File: src/rtl/trig_detect.sv
// Edge trigger detector with hysteresis and a pre-trigger guard.
// An acquisition starts on arm; the first PRE_SAMPLES valid samples only
// establish the signal zone, after which a LOW->HIGH (rise) or HIGH->LOW
// (fall) zone crossing fires a single trigger and records the sample index.
//
// state    | meaning
// ---------+----------------------------------------------------------
// ST_IDLE  | waiting for arm; counter and zone cleared
// ST_PRE   | counting guard samples, zone tracked, no trigger possible
// ST_ARMED | zone tracked, first enabled crossing fires the trigger
// ST_TRIG  | trigger captured and held until arm is released
module trig_detect #(
    parameter int PRE_SAMPLES = 512,
    parameter int CNT_W       = 16
) (
    input  logic             clk,
    input  logic             rst,
    input  logic             arm,
    input  logic [7:0]       sample,
    input  logic             sample_valid,
    input  logic             en_rise,
    input  logic             en_fall,
    input  logic [7:0]       lower_bound,
    input  logic [7:0]       upper_bound,
    output logic             armed,
    output logic             triggered,
    output logic             trig_pulse,
    output logic             trig_edge,
    output logic [CNT_W-1:0] trig_index
);

    typedef enum logic [1:0] {
        ST_IDLE  = 2'd0,
        ST_PRE   = 2'd1,
        ST_ARMED = 2'd2,
        ST_TRIG  = 2'd3
    } state_t;

    typedef enum logic [1:0] {
        ZN_UNKNOWN = 2'd0,
        ZN_LOW     = 2'd1,
        ZN_HIGH    = 2'd2
    } zone_t;

    localparam logic [CNT_W-1:0] CNT_MAX  = '1;
    localparam logic [CNT_W-1:0] PRE_LAST =
        (PRE_SAMPLES == 0) ? '0 : CNT_W'(PRE_SAMPLES - 1);

    state_t           state_q;
    zone_t            zone_q;
    zone_t            zone_d;
    logic [CNT_W-1:0] cnt_q;
    logic [CNT_W-1:0] cnt_d;
    logic             armed_q;
    logic             triggered_q;
    logic             trig_pulse_q;
    logic             trig_edge_q;
    logic [CNT_W-1:0] trig_index_q;

    logic [7:0]       thr_lo;
    logic [7:0]       thr_hi;
    logic             smp_high;
    logic             smp_low;
    logic             rise_ok;
    logic             rise_evt;
    logic             fall_evt;

    // Sample classification against live, order-independent thresholds,
    // plus the zone and counter values a tracked sample would produce.
    always_comb begin
        thr_lo   = (lower_bound <= upper_bound) ? lower_bound : upper_bound;
        thr_hi   = (lower_bound <= upper_bound) ? upper_bound : lower_bound;
        smp_high = sample > thr_hi;
        smp_low  = sample <= thr_lo;
        // With both enables cleared the detector falls back to rising edges.
        rise_ok  = en_rise | ~en_fall;
        rise_evt = rise_ok && (zone_q == ZN_LOW) && smp_high;
        fall_evt = en_fall && (zone_q == ZN_HIGH) && smp_low;

        zone_d = zone_q;
        if (smp_high) begin
            zone_d = ZN_HIGH;
        end else if (smp_low) begin
            zone_d = ZN_LOW;
        end

        cnt_d = (cnt_q == CNT_MAX) ? cnt_q : cnt_q + 1'b1;
    end

    // Acquisition FSM with all outputs registered alongside the state.
    always_ff @(posedge clk or negedge rst) begin
        if (!rst) begin
            state_q      <= ST_IDLE;
            zone_q       <= ZN_UNKNOWN;
            cnt_q        <= '0;
            armed_q      <= 1'b0;
            triggered_q  <= 1'b0;
            trig_pulse_q <= 1'b0;
            trig_edge_q  <= 1'b0;
            trig_index_q <= '0;
        end else begin
            trig_pulse_q <= 1'b0;
            case (state_q)
                ST_IDLE: begin
                    cnt_q       <= '0;
                    zone_q      <= ZN_UNKNOWN;
                    triggered_q <= 1'b0;
                    if (arm) begin
                        if (PRE_SAMPLES == 0) begin
                            state_q <= ST_ARMED;
                            armed_q <= 1'b1;
                        end else begin
                            state_q <= ST_PRE;
                        end
                    end
                end

                ST_PRE: begin
                    if (!arm) begin
                        state_q <= ST_IDLE;
                        cnt_q   <= '0;
                        zone_q  <= ZN_UNKNOWN;
                    end else if (sample_valid) begin
                        zone_q <= zone_d;
                        cnt_q  <= cnt_d;
                        if (cnt_q == PRE_LAST) begin
                            state_q <= ST_ARMED;
                            armed_q <= 1'b1;
                        end
                    end
                end

                ST_ARMED: begin
                    // Abort has priority over a crossing in the same cycle.
                    if (!arm) begin
                        state_q <= ST_IDLE;
                        armed_q <= 1'b0;
                        cnt_q   <= '0;
                        zone_q  <= ZN_UNKNOWN;
                    end else if (sample_valid) begin
                        if (rise_evt || fall_evt) begin
                            state_q      <= ST_TRIG;
                            armed_q      <= 1'b0;
                            triggered_q  <= 1'b1;
                            trig_pulse_q <= 1'b1;
                            trig_edge_q  <= rise_evt;
                            trig_index_q <= cnt_q;
                        end else begin
                            zone_q <= zone_d;
                            cnt_q  <= cnt_d;
                        end
                    end
                end

                ST_TRIG: begin
                    if (!arm) begin
                        state_q     <= ST_IDLE;
                        triggered_q <= 1'b0;
                        cnt_q       <= '0;
                        zone_q      <= ZN_UNKNOWN;
                    end
                end

                default: begin
                    state_q     <= ST_IDLE;
                    armed_q     <= 1'b0;
                    triggered_q <= 1'b0;
                end
            endcase
        end
    end

    assign armed      = armed_q;
    assign triggered  = triggered_q;
    assign trig_pulse = trig_pulse_q;
    assign trig_edge  = trig_edge_q;
    assign trig_index = trig_index_q;

endmodule

File: config.mk
export PLATFORM = sky130hd
export DESIGN_NAME = trig_detect
export DESIGN_NICKNAME = d
export VERILOG_FILES = /design/src/rtl/trig_detect.sv
export SDC_FILE = /design/constraint.sdc
export NUM_CORES = 1
export LEC_CHECK = 0
export BUFFER_PORTS_ARGS = -buffer_cell sky130_fd_sc_hd__buf_2
export CORE_MARGIN = 2
export CORE_UTILIZATION = 51
export DETAILED_ROUTE_END_ITERATION = 6
export HOLD_SLACK_MARGIN = 0.06
export PLACE_DENSITY_LB_ADDON = 0.2
export SETUP_SLACK_MARGIN = 0.15
export SKIP_LAST_GASP = 1
export SLEW_MARGIN = 30
export SYNTH_ARGS = -nofsm -noshare
export SYNTH_HDL_FRONTEND = slang
export SYNTH_SLANG_ARGS = --single-unit
File: constraint.sdc
create_clock -name clk -period 2 [get_ports clk]
set_input_delay 0.4 -clock clk [delete_from_list [all_inputs] [get_ports clk]]
set_output_delay 0.4 -clock clk [all_outputs]
set_load 0.02 [all_outputs]
==> results of run 1 <==
-- power by group through the flow --
stage	clock (mW)	combinational, mW	sequential, mW
global placement	0	1.21	0.939
floorplan	0	0.838	0.950
global route	0.740	1.51	0.936
finish	0.703	1.37	0.928
CTS	0.716	1.31	0.925
detailed placement	0	1.24	0.941
-- worst paths after layout --
check | to | startpoint | depth (start not counted) | slack, ns
max | cnt_q[13]$_DFFE_PN0P_ | upper_bound[1] | 19 | -1.41
min | cnt_q[13]$_DFFE_PN0P_ | rst | 2 | 0.15
max reg2reg | trig_index[0]$_DFFE_PN0P_ | state_q[0]$_DFFE_PN0P_ | 7 | 0.08
min reg2reg | trig_index[5]$_DFFE_PN0P_ | trig_index[5]$_DFFE_PN0P_ | 1 | 0.49
max in group asynchronous | trig_index[4]$_DFFE_PN0P_ | rst | 2 | 1.50
min in group clk | cnt_q[1]$_DFFE_PN0P_ | arm | 3 | 0.45
-- registers in the layout, summed over array words and instances (netlist names) --
signal / cells
trig_edge: 1
zone_q: 2
cnt_q: 16
state_q: 2
armed: 1
trig_index: 16
trig_pulse: 1
triggered: 1
-- worst max-delay path: cells and delay by family --
family / cells / cell delay, ns
buffers and inverters: 3 / 0.28
and+or+nand+nor: 5 / 1.09
AOI/OAI and AO/OA: 8 / 1.15
muxes: 1 / 0.19
adders and majority gates: 2 / 0.53
-- repair_timing --
action | 4_1_cts | 5_1_grt
endpoints found under the setup margin | 40 | 40
pin swaps | 18 | 11
setup buffers | 4 | 2
resized for setup | 16 | 12
-- stage by stage --
| stage | std cells | instance area (µm²) | util (%) |
|---|---|---|---|
| 3_5_place_dp | 445 | 3652 | 66.74 |
| 3_3_place_gp | 445 | 3652 | 66.74 |
| 4_1_cts | 457 | 3866 | 70.64 |
| 2_1_floorplan | 289 | 3030 | - |
| 5_1_grt | 459 | 3934 | 71.88 |
| 6_report | 459 | 3934 | 71.88 |
-- kinds of logic after synthesis --
logic type,count (synthesis),synth area share (%)
adders and majority gates,30,13.02
and+or+nand+nor,83,15.18
buffers and inverters,29,4.989
muxes,34,12.58
DFF,40,34.71
AOI/OAI and AO/OA,73,19.52
-- layer usage --
layer	vias up	GRT usage [%]
met4	0	8.276
met3	14	4.773
met1	1284	25.67
met5	-	0
li1	1279	-
met2	71	40.34
-- cell usage after synthesis (4+ instances only) --
cell type | count | area share (%)
ha_1 | 30 | 13
nor2_1 | 17 | 2.2
dfrtp_1 | 40 | 35
mux2_2 | 7 | 2.7
inv_1 | 19 | 2.5
nand3_1 | 13 | 2.3
o21ai_0 | 4 | 0.69
o32ai_1 | 6 | 1.8
nand4_1 | 6 | 1.3
mux2i_1 | 16 | 5.6
nand2_1 | 20 | 2.6
o21a_1 | 4 | 1.0
a21oi_1 | 14 | 2.4
buf_6 | 4 | 1.6
and3_1 | 7 | 1.5
o21ai_1 | 6 | 1.0
buf_2 | 4 | 0.69
mux2_1 | 11 | 4.3
o311ai_1 | 5 | 1.5
a211oi_1 | 6 | 1.6
-- layout make-up --
| type | count | area (µm²) | share of cell area (%) |
|---|---|---|---|
| clock buffer | 6 | 82.58 | 2.099 |
| clock inverter | 2 | 38.79 | 0.9860 |
| tap | 72 | 90.09 | 2.290 |
| timing repair buffer | 100 | 703.2 | 17.88 |
| sequential | 40 | 1001 | 25.45 |
| inverter | 19 | 86.33 | 2.195 |
| multi-input combinational | 220 | 1932 | 49.11 |
==> results by group, run 1 <==
Run status
  • Outcome: complete, but fails checks
  • Failing checks: setup timing

Global route
  • Initial antenna violation count: 0
  • GRT overflow: 0
  • All-Layer GR Usage: ~22%
  • First-pass GRT wire length: around 11000 µm
  • Largest net degree at the start of global routing: between 40 and 50
  • Vias in the first global route: 2605

Timing
  • Tcrit/Tclk final: 170.3%
  • Fin Setup TNS: -53.37 ns
  • Worst-Margin Slew: around 0.51 ns
  • Slew Viols, Final: 0
  • Slew margin rel.: 66.26%
  • RSZ-0062 raised after global routing: true
  • Hold_ws: between 0.1 and 0.15 ns
  • Final hold viol count: 0
  • F_max: between 0.2 and 0.3 GHz
  • Worst Skew: between 0.01 and 0.015 ns
  • Final setup margin: -1.406 ns
  • Min Tclk post-route: roughly 3.4 ns
  • # setup viols final: 40

Critical path
  • Crit path capture type: flop
  • Slowest library cell on the worst path: or4_1
  • Arrival @ worst endpoint: 3.63 ns
  • CP dominant cell by count: o21ai_1
  • CP required: roughly 2.2 ns
  • CP peak stage delay: roughly 0.50 ns
  • Cells along the critical path: buf_8 > inv_12 > ha_4 > nor2b_4 > o21ai_1 > nand2b_1 > a21oi_2 > o21ai_1 > o21a_1 > buf_12 > mux2i_1 > ha_1 > and4_4 > nand4_1 > o31ai_4 > o21ai_4 > a41oi_4 > or4_1 > a31oi_1
  • Worst setup SP type: input port
  • Critical path peak fanout: 7
  • CP Class: input port to flop

Power and ir drop
  • NetSw: approximately 1.1 mW
  • Cell internal pwr: around 1.9 mW
  • Seq pwr share: a little under a third
  • Logic pwr share: a little under half
  • VDD IR-drop max: 0.4304 mV
  • Pwr Total: roughly 3 mW
  • Switch share: 35.62%
  • P_leak: 1.916 nW
  • Clk pwr share: about a quarter
  • Power Density: between 700 and 800 nW/µm²

Floorplanning
  • Die area: ~6300 µm²
  • Initial cell density of the core: a little over half
  • DIE HEIGHT: ~79 µm
  • Core ar.: approximately 5500 µm²
  • # IOs: 50
  • Row Count: 27
  • Die W: between 70 and 80 µm

Cells and area
  • Diode count: 0
  • Most frequent cells in the layout: buf_2, buf_4, dfrtp_1
  • Final nets: between 400 and 500
  • Share of layout cells above drive strength 1: between 40% and 50%
  • P&R area growth vs syn: 36.40%
  • Commonest non-fill, non-tap cell in the layout: buf_2
  • Fill cells: about 400

Clock network
  • Worst skew pair latency: about 0.30 ns
  • CTS Buf Count: 5
  • Clk pin slew, worst setup/hold paths: roughly 0.080 ns
  • CTS Sinks: 40
  • TritonCTS clock tree: yes
  • H-tree depth: 2
  • Clk Tree Root Cell: clkbuf_8
  • Clock buffer depth: 2
  • # hold bufs at CTS: 0

Routing
  • Drc violations: 0
  • Drt pass-1 iters: 4
  • WL met3: roughly 330 µm
  • Max Used Layer: met4
  • Vias: ~2600
  • Vias/cell: just under 6
  • DR WL met2: between 3000 and 4000 µm
  • Post-route antenna net violation count: 0
  • Wire per inst: roughly 15 µm
  • M1 WL: roughly 2900 µm
  • Final WL: 6841 µm
  • 1st-iter DRT viols: between 100 and 150

Logic synthesis
  • Number of synthesized flops with an enable pin: 0
  • Syn Inst Count: ~290
  • Synth async-reset ratio: 100.0%
  • Unique masters post-synth: 50
  • Syn_nets: about 350
  • Yosys reg bits: 40
  • Syn_area_per_cell: roughly 10 µm²
  • Sequential area share after synthesis: between 30% and 40%
  • Ys flop type: dfrtp_1
  • YS warnings: 0
  • Syn Std Cell Area: 2884 µm²

Place
  • Detailed placer's ending HPWL: between 5000 and 6000 µm
  • IO Port Bufs: 49
  • Gpl congestion: ~0.81
  • Worst slack, placed: -1.863 ns

Min path
  • Min-delay worst type: input port to async pin

Flow run
  • MaxCap Viol Count: 0
(Power assumes the default switching activity.)
==> run 2: changes to the inputs <==
Settings changed: ABC_CLOCK_PERIOD_IN_PS from default to 2000, PLACE_DENSITY from default to 0.87, PLACE_DENSITY_LB_ADDON 0.2 to default.
==> run 2 against run 1 <==
Highest routed layer unchanged. Clock-buffer cell count is 1 higher. Total power up 14%. Sequential power is 0.4% higher. Clock skew decreased by 0.0033 ns. Critical path depth did not move. The flow still finishes with violations (setup timing). Wire length up 39%. Largest power group unchanged. Die area stayed put. Largest cell class unchanged.
==> results by group, run 2 (synthesis gave the netlist of run 1 again) <==
Run status
  • Outcome: complete, but fails checks
  • Failing checks: setup timing

Critical path
  • R2R Setup Slk: -0.20 ns (-0.28 ns)
  • Critical R2R Capture: cnt_q[13]$_DFFE_PN0P_
  • Arrival @ worst endpoint: 3.75 ns (+0.12 ns)
  • Cell family with most CP delay: compound AO/OA/AOI/OAI gates
  • Slowest library cell on the worst path: nor4bb_4
  • Crit path capture type: flop
  • Critical path peak fanout: 7 (unchanged)
  • Reg-to-reg critical path startpoint: cnt_q[0]$_DFFE_PN0P_
  • Worst setup SP type: input port
  • CP peak stage delay: 0.39 ns (-0.11 ns)
  • Worst Path Buf+Inv: 5 (+2)
  • Cells along the critical path: buf_6 > inv_4 > ha_4 > a21o_1 > a21o_1 > a21oi_2 > o21ai_1 > o21a_1 > buf_12 > mux2i_1 > ha_1 > a211oi_2 > nor2_2 > nor4bb_4 > o21ai_4 > a21oi_4 > buf_12 > buf_16 > mux2_4
  • Worst-case reg-to-reg path depth: 8 (+1)
  • CP Class: input port to flop
  • CP required: 2.19 ns (-0.03 ns)

Place
  • IO Port Bufs: 49 (unchanged)
  • Worst slack, placed: -1.846 ns (+0.01708 ns)
  • Gpl congestion: 0.8563 (+5.2%)
  • Inst Count DP: 443 (-0.45%)
  • Detailed placer's ending HPWL: 5572 µm (+11%)

Global route
  • Largest net degree at the start of global routing: 28 (-32%)
  • Initial antenna violation count: 0 (unchanged)
  • GRT overflow: 0 (unchanged)
  • Vias in the first global route: 3002 (+15%)
  • First-pass GRT wire length: 14630 µm (+31%)
  • All-Layer GR Usage: 29.56% (+7.3 points)

Flow run
  • MaxCap Viol Count: 0 (unchanged)

Cells and area
  • Fill cells: 311 (-23%)
  • Commonest non-fill, non-tap cell in the layout: buf_4
  • Most frequent cells in the layout: buf_4, buf_2, dfrtp_1
  • Final nets: 459 (+2.9%)
  • Diode count: 0 (unchanged)
  • P&R area growth vs syn: 49.24%
  • Area of the multi-input gates: 2138 µm² (+11%)
  • Share of layout cells above drive strength 1: 48.50% (+7.2 points)
  • Non-filler cells, final: 472 (+2.8%)
  • Reg area: 1001 µm² (unchanged)

Power and ir drop
  • Pwr Total: 3.432 mW (+14%)
  • VDD IR-drop max: 0.5327 mV (+24%)
  • P_leak: 2.031 nW (+6.0%)
  • Power Density: 797.3 nW/µm² (+4.5%)

Floorplanning
  • DIE HEIGHT: 79.20 µm (unchanged)
  • # IOs: 50 (unchanged)
  • Die W: 79.20 µm (unchanged)
  • Core ar.: 5473 µm² (unchanged)
  • Initial cell density of the core: 52.70% (unchanged)
  • Row Count: 27 (unchanged)
  • Die area: 6273 µm² (unchanged)

Routing
  • Drc violations: 0 (unchanged)
  • Vias/cell: 6.248 (+8.3%)
  • 1st-iter DRT viols: 338 (+160%)
  • Post-route antenna net violation count: 0 (unchanged)
  • Wire per inst: 20.15 µm (+35%)
  • Vias: 2949 (+11%)
  • Drt pass-1 iters: 5 (+1)
  • Final WL: 9510 µm (+39%)

Clock network
  • Clk Tree Root Cell: clkbuf_8
  • CTS Sinks: 40 (unchanged)
  • TritonCTS clock tree: yes
  • Worst skew pair latency: 0.30 ns (about the same)
  • H-tree depth: 2 (unchanged)
  • Clock buffer depth: 2 (unchanged)
  • Clk pin slew, worst setup/hold paths: 0.08 ns (about the same)
  • CTS Buf Count: 5 (unchanged)

Timing
  • Worst Skew: 0.007302 ns (-0.003298 ns)
  • Final setup margin: -1.564 ns (-0.1584 ns)
  • Fin Setup TNS: -58.77 ns (-5.396 ns)
  • Slew Viols, Final: 0 (unchanged)
  • Worst-Margin Slew: 0.5696 ns (+0.06343 ns)
  • Final hold viol count: 0 (unchanged)
  • Tcrit/Tclk final: 178.2% (+7.9 points)
  • RSZ-0062 raised after global routing: true
  • Slew margin rel.: 61.68% (-4.6 points)
  • F_max: 0.2806 GHz (-4.4%)
  • Min Tclk post-route: 3.564 ns (+0.1584 ns)
  • # setup viols final: 40 (unchanged)
  • Hold_ws: 0.4666 ns (+0.3173 ns)

Min path
  • Min-delay src: arm
  • Hold Path End: cnt_q[13]$_DFFE_PN0P_
  • Min-delay worst type: input port to flop
  • Hold depth: 3
-- run 2: worst max path at each step --
stage / startpoint / to / cells past startpoint
after floorplan: upper_bound[1] / trig_index[10]$_DFFE_PN0P_ / 19
after detailed placement: upper_bound[1] / cnt_q[6]$_DFFE_PN0P_ / 20
after global placement: upper_bound[1] / cnt_q[12]$_DFFE_PN0P_ / 20
after global routing: upper_bound[5] / trig_index[10]$_DFFE_PN0P_ / 20
after CTS: lower_bound[5] / trig_index[10]$_DFFE_PN0P_ / 18
final: upper_bound[5] / trig_index[10]$_DFFE_PN0P_ / 19
-- run 2: tightest hold or removal path, stage by stage --
cell     delay (ns)
buf_2          0.13
inv_1          0.13
a31oi_1        0.06
-- run 2: area by class of cell --
| class | instances | share of cell area [%] |
|---|---|---|
| Clock buffer | 7 | 2.238 |
| Multi-Input combinational cell | 221 | 49.68 |
| Timing Repair Buffer | 112 | 20.03 |
| Clock inverter | 1 | 0.6977 |
| Inverter | 19 | 2.006 |
| Sequential cell | 40 | 23.26 |
| Tap cell | 72 | 2.093 |
-- run 2: what timing repair did --
item | 4_1_cts | 5_1_grt
setup endpoints to repair | 40 | 40
endpoints found under the hold margin | 16 | 0
setup buffers | 11 | 6
pin swaps | 21 | 10
hold buffers | 1 | 0
gates cloned | 3 | 0
resized for setup | 43 | 25
-- run 2: routing by layer --
layer / global-route usage, % / vias up / share of wire, %
met1: 33.74 / 1413 / 37
met4: 14.31 / 0 / 5.7
met5: 0 / - / 0
met2: 52.97 / 163 / 51
met3: 5.341 / 66 / 6.3
li1: - / 1307 / -
-- run 2: through the flow --
step	utilization (%)	instance area [µm²]
floorplan	-	3030
global placement	66.23	3625
detailed placement	66.23	3625
CTS	75.40	4126
global route	78.65	4304
finish	78.65	4304
-- run 2: power breakdown --
| group | internal (mW) | leakage [nW] | switching, mW |
|---|---|---|---|
| combinational | 0.824 | 1.42 | 0.947 |
| sequential | 0.872 | 0.548 | 0.0604 |
| clock | 0.440 | 0.0645 | 0.288 |
